### src/rtl/mul_seq_32_pkg.sv
// mul_seq_32 shared package: FSM state encoding and sizing constants.
// No ports; imported by mul_seq_32 and fulladd_64.
package mul_seq_32_pkg;

  localparam int OP_W   = 32;
  localparam int ITER   = 32;
  localparam int CNT_W  = 5;
  localparam int PROD_W = 2 * OP_W;

  typedef enum logic [1:0] {
    IDLE = 2'd0,
    RUN  = 2'd1,
    DONE = 2'd2
  } state_e;

  localparam logic [CNT_W-1:0] CNT_LAST = CNT_W'(ITER - 1);

endpackage

### src/rtl/fulladd_64.sv
// fulladd_64: 64-bit adder for the shift-add accumulator.
// Ports: a_i, b_i (64b addends) -> sum_o (64b, carry-out dropped).
module fulladd_64
  import mul_seq_32_pkg::*;
(
  input  logic [PROD_W-1:0] a_i,
  input  logic [PROD_W-1:0] b_i,
  output logic [PROD_W-1:0] sum_o
);

  // A 32x32 product never exceeds 64 bits, so the
  // carry out of bit 63 is simply not produced.
  assign sum_o = a_i + b_i;

endmodule

### src/rtl/mul_seq_32.sv
// mul_seq_32: 32x32 unsigned shift-add multiplier, 32 RUN cycles.
// Ports: clk, rst, start, a, b in; busy, done, product out.
module mul_seq_32
  import mul_seq_32_pkg::*;
(
  input  logic              clk,
  input  logic              rst,
  input  logic              start,
  input  logic [OP_W-1:0]   a,
  input  logic [OP_W-1:0]   b,
  output logic              busy,
  output logic              done,
  output logic [PROD_W-1:0] product
);

  state_e              state_q, state_d;
  logic [PROD_W-1:0]   acc_q, acc_d;
  logic [PROD_W-1:0]   mcand_q, mcand_d;
  logic [OP_W-1:0]     mplier_q, mplier_d;
  logic [CNT_W-1:0]    cnt_q, cnt_d;
  logic [PROD_W-1:0]   product_q, product_d;
  logic [PROD_W-1:0]   sum;

  fulladd_64 u_add (
    .a_i   (acc_q),
    .b_i   (mcand_q),
    .sum_o (sum)
  );

  always_comb begin
    state_d   = state_q;
    acc_d     = acc_q;
    mcand_d   = mcand_q;
    mplier_d  = mplier_q;
    cnt_d     = cnt_q;
    product_d = product_q;
    unique case (state_q)
      IDLE, DONE: begin
        if (start) begin
          mcand_d  = {{(PROD_W-OP_W){1'b0}}, a};
          mplier_d = b;
          acc_d    = '0;
          cnt_d    = '0;
          state_d  = RUN;
        end else begin
          state_d  = IDLE;
        end
      end
      RUN: begin
        if (mplier_q[0]) acc_d = sum;
        mcand_d  = mcand_q << 1;
        mplier_d = mplier_q >> 1;
        cnt_d    = cnt_q + 1'b1;
        // Last iteration: publish the sum including
        // this cycle's partial product.
        if (cnt_q == CNT_LAST) begin
          product_d = acc_d;
          state_d   = DONE;
        end
      end
      default: state_d = IDLE;
    endcase
  end

  always_ff @(posedge clk) begin
    if (rst) begin
      state_q   <= IDLE;
      acc_q     <= '0;
      mcand_q   <= '0;
      mplier_q  <= '0;
      cnt_q     <= '0;
      product_q <= '0;
    end else begin
      state_q   <= state_d;
      acc_q     <= acc_d;
      mcand_q   <= mcand_d;
      mplier_q  <= mplier_d;
      cnt_q     <= cnt_d;
      product_q <= product_d;
    end
  end

  assign busy    = (state_q == RUN);
  assign done    = (state_q == DONE);
  assign product = product_q;

endmodule
### config.mk
export PLATFORM = sky130hd
export DESIGN_NAME = mul_seq_32
export DESIGN_NICKNAME = d
export VERILOG_FILES = /design/src/rtl/mul_seq_32_pkg.sv /design/src/rtl/fulladd_64.sv /design/src/rtl/mul_seq_32.sv
export SDC_FILE = /design/constraint.sdc
export NUM_CORES = 1
export LEC_CHECK = 0
export CORE_ASPECT_RATIO = 0.7
export CORE_UTILIZATION = 58
export DETAILED_ROUTE_END_ITERATION = 8
export DONT_BUFFER_PORTS = 1
export PLACE_DENSITY_LB_ADDON = 0.3
export SLEW_MARGIN = 20
export SYNTH_ARGS = -nofsm -noshare
export SYNTH_HDL_FRONTEND = slang
export SYNTH_SLANG_ARGS = --single-unit
### constraint.sdc
create_clock -name clk -period 2.6 [get_ports clk]
set_input_delay 0.78 -clock clk [delete_from_list [all_inputs] [get_ports clk]]
set_output_delay 0.78 -clock clk [all_outputs]
set_load 0.005 [all_outputs]
==> results.md <==
* Status: finished, violations left
* Failing checks: negative setup slack
* Std-Cell Core Area at 21000 um2
* Critical Path RT at 3.03 ns
* Wire per inst at between 20 and 25 um
* Clk Tree Root Cell: clkbuf_16
* Die Wd at 178 um
* Share of layout cells above drive strength 1 at 33.8%
* Area delta synth->final at 36.2%
* Clock Pin Slew Worst Setup and Hold Paths at 0.07 ns
* PwrDens at around 470 nW/um2
* Antenna diode count at 0
* First-pass GRT wire length at between 60 and 70 mm
* Global route total overflow at 0
* Core Util, Final at about four fifths
* Critical path, cell by cell: buf_4, inv_1, fa_2, nor2b_2, o21ai_2, o21ai_4, a31oi_4, a21oi_4, buf_4, buf_6, buf_12, a21oi_4, o21ba_4, xnor2_2, mux2i_1, a211oi_1
* Crit end category: flop
* Sum Neg Setup Slack at -14.13 ns
* CTS tree: yes
* GP Congestion at 0.969
* Yosys warns at 0
* Clock sink total at 231
* Synthesized cell area at approximately 13000 um2
* Port Buffers at 0
* Max FO, Critical Path at 3
* Gate Count Post-Synth at roughly 1600
* Startpoint types: flop
* Initial antenna violation count at 0
* Post-route ant nets at 0
* Largest net degree at the start of global routing at 194
* Post-cts hold buffer count at 0
* RSZ-0062 raised after global routing: true
* Final WL at between 40 and 50 mm
* Synth top area share at 36.6%
* Die Y at 126 um
* Synth Flop Type: dfxtp_1
* Part of the Yosys area used for sequential elements at 36.6%
* Crit path max-delay cell type: fa_2
* Vias in the first global route at between 10000 and 15000
* Nets@finish at just under 2000
* CTS Buf Count at 23
* Synth Area per Inst at 8.03 um2
* Area taken by multi-input logic gates at between 8000 and 9000 um2
* Skew final at 0.0127 ns
* Post-route DRC at 0
* Rows at 44
* FF+latch count, synth at 231
* Router iterations before antenna repair at 6
* Starting Density at 60.1%
* Slew HR at 42.8%
* Clock Path Buffers at 3
* Asr flop ratio synth at 0%
* Setup WS post-layout at -0.377 ns
* Final Max Tran Viols at 0
* Leak at around 7 nW
* Setup WS pre-CTS at -0.478 ns
* HP Class: primary input to flop
* Crit Path Class: flop to flop
* Post-Syn Nets at 1708
* Final Critical Period at 2.98 ns
* Register Area at 4660 um2
* Max cap viols at 0
* Crit-path leading delay family: compound AO/OA/AOI/OAI gates
* Io pins at about 130
* FILL cells at 1283
* Fmax achieved at approximately 340 MHz
* Reg2reg setup slack at -0.38 ns
* Hold path start: rst
* DRT iter0 DRCs at 1602
* Finish-stage setup viols at 94
* Worst Setup SP: mcand_q[1]$_SDFFE_PP0P_
* DR vias at roughly 14000
* Peak supply drop at 0.481 mV
* Final Hold Viols at 0
* H-tree levels at 1
* Worst-Skew Late Latency at ~0.53 ns
* Die area at roughly 22000 um2
* Critical path depth at 16
* Final worst-path cycle share at 114%
* Overall Global Routing Usage at 37.8%
* Total power at 0.00812 W
* Reg2Reg Depth at 16
* Actual transition at the worst max-transition pin at 0.857 ns
* Hold depth at 1
* Synth area leader: dfxtp_1
* Netlist cell types at 74
* Worst EP arrival at 3.41 ns
* Vias/cell at 6.54
* HPWL after DPL at 29.4 mm
* EDFF count, synth at 0
* Ranking of synthesized cells by area: dfxtp_1 (37%), a21oi_1 (8.5%), a22oi_1 (7.2%)
* Reg-to-reg critical path startpoint: mcand_q[1]$_SDFFE_PP0P_
* CP max stage delay at 0.39 ns
* Hold_ws at 0.334 ns
* CP Buf/Inv Count at 5
final cells by class:
cell class,instances,area share [%]
Multi-Input combinational cell,1202,51.3
Sequential cell,231,27.1
Timing Repair Buffer,315,14.3
Clock buffer,33,3.97
Tap cell,276,2.00
Clock inverter,9,0.755
Inverter,25,0.559
worst paths after layout:
check / endpoint
setup / recovery: product[42]$_SDFFE_PP0P_
hold reg to reg: mplier_q[18]$_SDFFE_PP0P_
setup reg to reg: product[42]$_SDFFE_PP0P_
hold / removal: mcand_q[45]$_SDFFE_PP0P_
power breakdown:
| part | internal [W] | switching, W | total [W] |
|---|---|---|---|
| registers | 0.00362 | 0.0000646 | 0.00368 |
| logic | 0.000342 | 0.000497 | 0.000839 |
| clock network | 0.00213 | 0.00146 | 0.00359 |
| total | 0.00609 | 0.00203 | 0.00812 |
placed cells by master, fill, tap and decap left out, types with 14 or more instances in the layout:
cell type	netlist	layout
buf_4	0	295
dfxtp_1	231	201
nand2_1	201	195
a21oi_1	215	177
nor2_1	140	131
a22oi_1	122	109
o21ai_0	66	50
ha_1	65	37
a21oi_2	4	33
dfxtp_2	0	30
a21o_1	27	27
nand4_1	26	26
nand3_1	27	26
ha_4	0	26
clkbuf_16	0	23
xnor2_1	41	22
inv_1	24	21
xnor2_2	0	17
o21bai_1	17	17
nor3_1	20	16
buf_6	1	16
a22o_1	15	15
mux2i_1	14	14
timing repair:
| item | CTS | global route |
|---|---|---|
| pin swaps | 80 | 56 |
| resized for setup | 165 | 109 |
| setup endpoints to repair | 86 | 104 |
| setup buffers | 24 | 16 |
cell families (layout without fill, tap and decap cells):
group	Yosys count	count (layout)	share of synthesized area, %
DFF	231	231	36.6
AOI/OAI and AO/OA	571	571	28.9
muxes	35	35	2.98
and+or+nand+nor	470	470	16.4
xor gates and xnor gates	60	60	4.16
buffers and inverters	142	382	4.41
adders and majority gates	66	66	6.59
per-layer routing:
metal / GRT usage, % / wire (um) / vias up / share of wire [%]
met5: 0 / 0 / - / 0
met4: 9.32 / 1510 / 0 / 3.3
met3: 8.91 / 4940 / 134 / 11
met2: 55.4 / 19700 / 804 / 43
met1: 55.4 / 19800 / 6582 / 43
li1: - / - / 6161 / -
Yosys cell counts, drive strengths merged (3+ instances only):
library cell / instances
buf: 22
xor2: 19
a2111oi: 6
and3: 9
nand2: 203
o31ai: 7
nand2b: 7
o21bai: 18
nand4: 26
a211oi: 12
a21o: 27
nor2b: 9
o21ai: 74
a31oi: 21
mux2i: 14
a21boi: 4
and2: 5
nand3: 27
a21oi: 219
nor3: 22
a22oi: 122
mux2: 21
a211o: 3
o21a: 8
a41oi: 5
clkbuf: 95
ha: 65
or3: 6
inv: 25
xnor2: 41
nor2: 140
o211ai: 11
and4: 7
dfxtp: 231
a22o: 15
metrics by stage:
stage | std cells | instance area (um2)
5_1_grt | 2091 | 17200
6_report | 2091 | 17200
4_1_cts | 2077 | 16600
3_5_place_dp | 2015 | 14800
2_1_floorplan | 1575 | 12800
3_3_place_gp | 2015 | 14800
registers in the layout (all words and copies together) (netlist names):
register,flops
acc_q,64
mcand_q,64
product,64
mplier_q,32
cnt_q,5
state_q,2
Note: power is estimated with default switching activity, not from simulation.
